[config.mk]
export PLATFORM = sky130hd
export DESIGN_NAME = branch_pc_sequencer_flat
export DESIGN_NICKNAME = d
export VERILOG_FILES = /design/src/rtl/branch_pc_sequencer_if.sv /design/src/rtl/branch_pc_sequencer.sv /design/src/flat_wrapper.sv
export SDC_FILE = /design/constraint.sdc
export NUM_CORES = 1
export LEC_CHECK = 0
export ABC_AREA = 1
export ABC_CLOCK_PERIOD_IN_PS = 5400
export BUFFER_PORTS_ARGS = -buffer_cell sky130_fd_sc_hd__buf_2
export CAP_MARGIN = 10
export CORE_AREA = 10 10 133 135
export DETAILED_ROUTE_END_ITERATION = 10
export DIE_AREA = 0 0 143 145
export HOLD_SLACK_MARGIN = 0.05
export PLACE_DENSITY = 0.7
export SLEW_MARGIN = 0
export SYNTH_ARGS = -nofsm -noshare
export SYNTH_HDL_FRONTEND = slang
export SYNTH_SLANG_ARGS = --single-unit
[constraint.sdc]
create_clock -name clk -period 5.4 [get_ports clk]
set_clock_uncertainty 0.05 [all_clocks]
set_input_delay 0 -clock clk [delete_from_list [all_inputs] [get_ports clk]]
set_output_delay 0 -clock clk [all_outputs]
set_load 0.03 [all_outputs]
[src/rtl/branch_pc_sequencer_if.sv]
// Bus bundle between the PC sequencer, instruction memory, the branch evaluator
// and whoever observes the architectural PC and branch statistics.
interface branch_pc_sequencer_if #(
  parameter int CNT_W = 16
);
  logic             Run;
  logic             InstrReq;
  logic [31:0]      InstrAddr;
  logic             InstrValid;
  logic [31:0]      Instr;
  logic             BranchCTL;
  logic [5:0]       BrOpCode;
  logic             BranchOut;
  logic [31:0]      PC;
  logic             InstrDone;
  logic [CNT_W-1:0] BranchCount;
  logic [CNT_W-1:0] TakenCount;

  modport master (
    input  Run, InstrValid, Instr, BranchOut,
    output InstrReq, InstrAddr, BranchCTL, BrOpCode, PC, InstrDone,
           BranchCount, TakenCount
  );

  modport slave (
    output Run, InstrValid, Instr, BranchOut,
    input  InstrReq, InstrAddr, BranchCTL, BrOpCode, PC, InstrDone,
           BranchCount, TakenCount
  );
endinterface

[src/rtl/branch_pc_sequencer.sv]
// Multicycle PC sequencer: fetch, decode, hand branches to the external evaluator,
// then commit PC+4 or the branch target and keep saturating branch statistics.
module branch_pc_sequencer #(
  parameter logic [31:0] RESET_PC = 32'h0000_0000,
  parameter int          CNT_W    = 16
) (
  input  logic                  clk,
  input  logic                  rst,
  branch_pc_sequencer_if.master bus
);

  typedef enum logic [2:0] {
    S_IDLE,
    S_FETCH,
    S_DECODE,
    S_EXEC,
    S_RESOLVE,
    S_UPDATE
  } state_t;

  state_t           r_state;
  state_t           w_next;
  logic [31:0]      r_pc;
  logic [5:0]       r_opcode;
  logic [15:0]      r_offset;
  logic             r_taken;
  logic [CNT_W-1:0] r_branchCount;
  logic [CNT_W-1:0] r_takenCount;

  logic             w_isBranch;
  logic             w_accept;
  logic [31:0]      w_offsetBytes;
  logic [31:0]      w_seqPc;
  logic [31:0]      w_targetPc;
  logic             w_unused;

  // BEQ/BNE/BLT/BLE all share the 1000xx opcode prefix.
  assign w_isBranch    = (r_opcode[5:2] == 4'b1000);
  assign w_accept      = (r_state == S_FETCH) && bus.InstrValid;
  assign w_offsetBytes = {{14{r_offset[15]}}, r_offset, 2'b00};
  assign w_seqPc       = r_pc + 32'd4;
  assign w_targetPc    = w_seqPc + w_offsetBytes;
  assign w_unused      = &{1'b0, bus.Instr[25:16]};

  always_ff @(posedge clk) begin
    if (rst) begin
      r_state <= S_IDLE;
    end else begin
      r_state <= w_next;
    end
  end

  always_comb begin
    w_next = r_state;
    case (r_state)
      S_IDLE:    if (bus.Run) w_next = S_FETCH;
      S_FETCH:   if (bus.InstrValid) w_next = S_DECODE;
      S_DECODE:  w_next = w_isBranch ? S_EXEC : S_UPDATE;
      S_EXEC:    w_next = S_RESOLVE;
      S_RESOLVE: w_next = S_UPDATE;
      S_UPDATE:  w_next = bus.Run ? S_FETCH : S_IDLE;
      default:   w_next = S_IDLE;
    endcase
  end

  always_ff @(posedge clk) begin
    if (rst) begin
      r_pc          <= RESET_PC;
      r_opcode      <= '0;
      r_offset      <= '0;
      r_taken       <= 1'b0;
      r_branchCount <= '0;
      r_takenCount  <= '0;
    end else begin
      if (w_accept) begin
        r_opcode <= bus.Instr[31:26];
        r_offset <= bus.Instr[15:0];
        r_taken  <= 1'b0;
      end
      if (r_state == S_RESOLVE) begin
        r_taken <= bus.BranchOut;
      end
      if (r_state == S_UPDATE) begin
        r_pc <= (w_isBranch && r_taken) ? w_targetPc : w_seqPc;
        // Statistics stick at all-ones rather than wrapping.
        if (w_isBranch) begin
          if (r_branchCount != {CNT_W{1'b1}}) begin
            r_branchCount <= r_branchCount + CNT_W'(1);
          end
          if (r_taken && (r_takenCount != {CNT_W{1'b1}})) begin
            r_takenCount <= r_takenCount + CNT_W'(1);
          end
        end
      end
    end
  end

  // Opcode stays on the evaluator bus from DECODE through UPDATE so it is
  // already stable when BranchCTL rises in EXEC.
  always_comb begin
    bus.InstrReq  = 1'b0;
    bus.BranchCTL = 1'b0;
    bus.InstrDone = 1'b0;
    bus.BrOpCode  = 6'b0;
    case (r_state)
      S_FETCH:   bus.InstrReq = 1'b1;
      S_DECODE:  bus.BrOpCode = r_opcode;
      S_EXEC: begin
        bus.BranchCTL = 1'b1;
        bus.BrOpCode  = r_opcode;
      end
      S_RESOLVE: begin
        bus.BranchCTL = 1'b1;
        bus.BrOpCode  = r_opcode;
      end
      S_UPDATE: begin
        bus.InstrDone = 1'b1;
        bus.BrOpCode  = r_opcode;
      end
      default: ;
    endcase
  end

  assign bus.InstrAddr   = r_pc;
  assign bus.PC          = r_pc;
  assign bus.BranchCount = r_branchCount;
  assign bus.TakenCount  = r_takenCount;

endmodule
[src/flat_wrapper.sv]
// flat-port wrapper written by rule: the top's interface ports become plain ports
module branch_pc_sequencer_flat 
#(
  parameter logic [31:0] RESET_PC = 32'h0000_0000,
  parameter int          CNT_W    = 16
)
  (clk, rst, bus_Run, bus_InstrValid, bus_Instr, bus_BranchOut, bus_InstrReq, bus_InstrAddr, bus_BranchCTL, bus_BrOpCode, bus_PC, bus_InstrDone, bus_BranchCount, bus_TakenCount);
  branch_pc_sequencer_if #(.CNT_W(CNT_W)) bus_i ();
  input  logic clk;
  input  logic rst;
  input wire logic [$bits(bus_i.Run)-1:0] bus_Run;
  input wire logic [$bits(bus_i.InstrValid)-1:0] bus_InstrValid;
  input wire logic [$bits(bus_i.Instr)-1:0] bus_Instr;
  input wire logic [$bits(bus_i.BranchOut)-1:0] bus_BranchOut;
  output wire logic [$bits(bus_i.InstrReq)-1:0] bus_InstrReq;
  output wire logic [$bits(bus_i.InstrAddr)-1:0] bus_InstrAddr;
  output wire logic [$bits(bus_i.BranchCTL)-1:0] bus_BranchCTL;
  output wire logic [$bits(bus_i.BrOpCode)-1:0] bus_BrOpCode;
  output wire logic [$bits(bus_i.PC)-1:0] bus_PC;
  output wire logic [$bits(bus_i.InstrDone)-1:0] bus_InstrDone;
  output wire logic [$bits(bus_i.BranchCount)-1:0] bus_BranchCount;
  output wire logic [$bits(bus_i.TakenCount)-1:0] bus_TakenCount;
  assign bus_i.Run = bus_Run;
  assign bus_i.InstrValid = bus_InstrValid;
  assign bus_i.Instr = bus_Instr;
  assign bus_i.BranchOut = bus_BranchOut;
  assign bus_InstrReq = bus_i.InstrReq;
  assign bus_InstrAddr = bus_i.InstrAddr;
  assign bus_BranchCTL = bus_i.BranchCTL;
  assign bus_BrOpCode = bus_i.BrOpCode;
  assign bus_PC = bus_i.PC;
  assign bus_InstrDone = bus_i.InstrDone;
  assign bus_BranchCount = bus_i.BranchCount;
  assign bus_TakenCount = bus_i.TakenCount;
  branch_pc_sequencer #(.RESET_PC(RESET_PC), .CNT_W(CNT_W)) u_core (.clk(clk), .rst(rst), .bus(bus_i));
endmodule
==> results.ini <==
[outcome]
status = finished clean

[critical_path]
cp_max_fo = 7
r2r-end = u_core.bus.InstrAddr[24]$_SDFFE_PP0P_
required_ns = 5.57
reg2reg_from = u_core.bus.InstrAddr[3]$_SDFFE_PP0P_
worst_setup_path_start_kind = flop
crit_path_end_kind = flop
critPathKind = flop to flop
reg2regPathDepth = 20
ff2ff_setup_slack_ns = 1.98
crit_arrival_ns = 3.58

[floorplanning]
die_height_um = 145
die_area_um2 = 20700
coreArea_um2 = 15000
io_pins = 142
std_cell_rows = 45
start_util = 0.490
die_width_um = 143

[finish]
area_growth_syn_to_layout_pct = 14.4
multi_input_area_um2 = 4570
antennaDiodeCount = 0
final_area_um2 = 8430
nNetsFinal = 1436
seq_area_um2 = 1760
fillCellCount = 1542
drive_above_1_share = 0.122
utilization = 0.561

[timing]
fmax_mhz = 293
hold_ws_ns = 0.108
fin_crit_sh = 0.633
hold_viol = 0
slew-limit-headroom = 0.263
rsz0062_at_grt = false
drv_slew = 0
tightest_slew_ns = 1.10
finalSetupTns_ns = 0
setup_viol_count_final = 0
fin_crit_ns = 3.42

[synth]
ys_types = 39
syn_inst = 1251
ys_ff_latch = 88
yosys-top-cells-area = dfxtp_1 24%, nand2_1 19%, inv_1 8.9%
synth_area_um2 = 7370
yosysWarnings = 0
synth.avg_cell_area_um2 = 5.89
yosysTopAreaCell = dfxtp_1
synth_top_area_frac = 0.239
yosysSeqAreaShare = 0.239

[min_path]
hold_end = u_core.r_state[2]$_SDFFE_PP0P_
hold_depth = 5
min_path_type = primary input to flop
min_from = bus_Run

[placement]
place_hpwl_um = 17300
place.gp.congestion = 0.960
placed_area_um2 = 7910
port_buffers = 127

[flow_run]
cap_violations = 0

[clock_network]
path_clk_slew_ns = 0.07
clk_latency_ns = 0.36
hold_buffers = 25
numCtsBuffers = 9
cts_root_buf = clkbuf_16
clockBufferDepth = 2
cts_num_sinks = 88
cts_resized = 0
cts_tree = done
cts_htree_levels = 3
cts_setup_buffers = 0

[drt]
wl_per_cell_um = 14.5
wl_um = 22500
vias = 8025
route.detailed.drc = 0
ant_nets = 0
viasPerCell = 5.18
drt_pass1_iterations = 5
drt_iter0_markers = 665

[power_and_ir_drop]
leakagePower_nw = 4.38
peakVddDrop_v = 0.000165
p_per_area_nw_per_um2 = 188
p_total_mw = 1.58

[global_routing]
grt_pass1_vias = 7222
grt.overflow.total = 0
grt_max_degree = 45
grt_pass1_wl_um = 36300
antenna_found_initial = 0
globalRouteTotalUtil = 0.213

## sequential cells by signal (all words and copies together) (netlist names)
register and count:
u_core.bus.InstrAddr 30, u_core.bus.BranchCount 16, u_core.bus.TakenCount 16, u_core.r_offset 16, u_core.r_opcode 6, u_core.r_state 3, u_core.r_taken 1
## metrics by stage
step           cells  worst slack, ns
2_1_floorplan   1254             2.47
3_3_place_gp    1510             2.06
3_5_place_dp    1510             2.02
4_1_cts         1550             2.01
5_1_grt         1550             1.60
6_report        1550             1.98
## kinds of logic after synthesis
| family | Yosys count | share of synthesized area |
|---|---|---|
| and+or+nand+nor | 671 | 0.380 |
| AOI/OAI and AO/OA | 166 | 0.119 |
| adders and majority gates | 41 | 0.0706 |
| xor gates and xnor gates | 41 | 0.0487 |
| buffers and inverters | 243 | 0.142 |
| DFF | 88 | 0.239 |
| other | 1 | 0.000509 |
## layout make-up
class | count | area share
Clock buffer | 9 | 0.0267
Inverter | 180 | 0.0802
Multi-Input combinational cell | 923 | 0.542
Clock inverter | 6 | 0.00520
Tap cell | 188 | 0.0279
Sequential cell | 88 | 0.209
Timing Repair Buffer | 156 | 0.109
## worst max path at each step
stage                                               from                               endpoint  slack (ns)  cells after the start
finish              u_core.bus.InstrAddr[3]$_SDFFE_PP0P_  u_core.bus.InstrAddr[24]$_SDFFE_PP0P_        1.98                     20
global route        u_core.bus.InstrAddr[3]$_SDFFE_PP0P_  u_core.bus.InstrAddr[24]$_SDFFE_PP0P_        1.60                     21
CTS                 u_core.bus.InstrAddr[3]$_SDFFE_PP0P_  u_core.bus.InstrAddr[24]$_SDFFE_PP0P_        2.01                     20
detailed placement  u_core.bus.InstrAddr[3]$_SDFFE_PP0P_  u_core.bus.InstrAddr[24]$_SDFFE_PP0P_        2.02                     20
global placement    u_core.bus.InstrAddr[3]$_SDFFE_PP0P_  u_core.bus.InstrAddr[24]$_SDFFE_PP0P_        2.06                     20
floorplan           u_core.bus.InstrAddr[3]$_SDFFE_PP0P_  u_core.bus.InstrAddr[27]$_SDFFE_PP0P_        2.47                     20
## cell usage in the layout, fill, tap and decap left out, types with 2 or more instances in the layout
master           n
dlygate4sd3_1   25
buf_2          127
nand2_1        369
a21o_1           2
conb_1           4
o21ai_0         61
o21a_1           2
a31oi_1         10
nor2_4           3
ha_1            40
clkinv_2         2
nand4_1         13
o21ai_1          2
and2_1           4
nor2_1         149
nor4_1           6
a21oi_1         79
inv_1          175
o21bai_1         4
nand3b_1         4
nor2_2           2
or2_2            6
xnor2_1         11
o211ai_1         4
inv_2            4
clkbuf_16        9
inv_6            2
dfxtp_1         88
nand2_2          3
buf_4            4
nand3_1         85
xor2_1          30
nor3_1          23
## power by group
group          switching (mW)  internal (mW)
clock network           0.291          0.312
logic                   0.170          0.101
registers              0.0329          0.677
## per-layer routing
metal,up-vias,routed length [µm],global-route usage
met5,-,0,0
met4,0,478,0.0738
met3,31,1890,0.0473
met2,290,9940,0.332
met1,3562,10200,0.282
li1,4142,-,-
## cell usage after synthesis (all sizes together)
cell type,number
nand3,85
nor2,154
or2,6
a21oi,79
ha,40
clkbuf,24
nor3b,1
fa,1
conb,1
xnor2,11
clkinv,1
nor3,24
nand2,372
o21bai,4
and3,1
o21a,2
dfxtp,88
nand2b,1
o21ai,64
xor2,30
nand3b,4
o211ai,4
a31oi,10
a21o,2
a211oi,1
nand4,13
inv,179
and2,4
nor4,6
buf,39
## worst max-delay path, stage by stage, from the launching register on
cell,delay [ns]
dfxtp_1,0.46
ha_1,0.23
nand2_1,0.06
nor2_1,0.22
nand2_1,0.15
inv_1,0.16
nand3_1,0.18
nor2_1,0.12
nand2_1,0.06
nand2_1,0.09
inv_1,0.07
ha_1,0.36
nand2_1,0.13
nor2_1,0.23
nand2_1,0.10
nor2_1,0.12
nand2_1,0.07
nand4_1,0.10
nand3_1,0.14
nand2_1,0.12
a21oi_1,0.06
No activity file was read; power rests on OpenSTA's default activity.
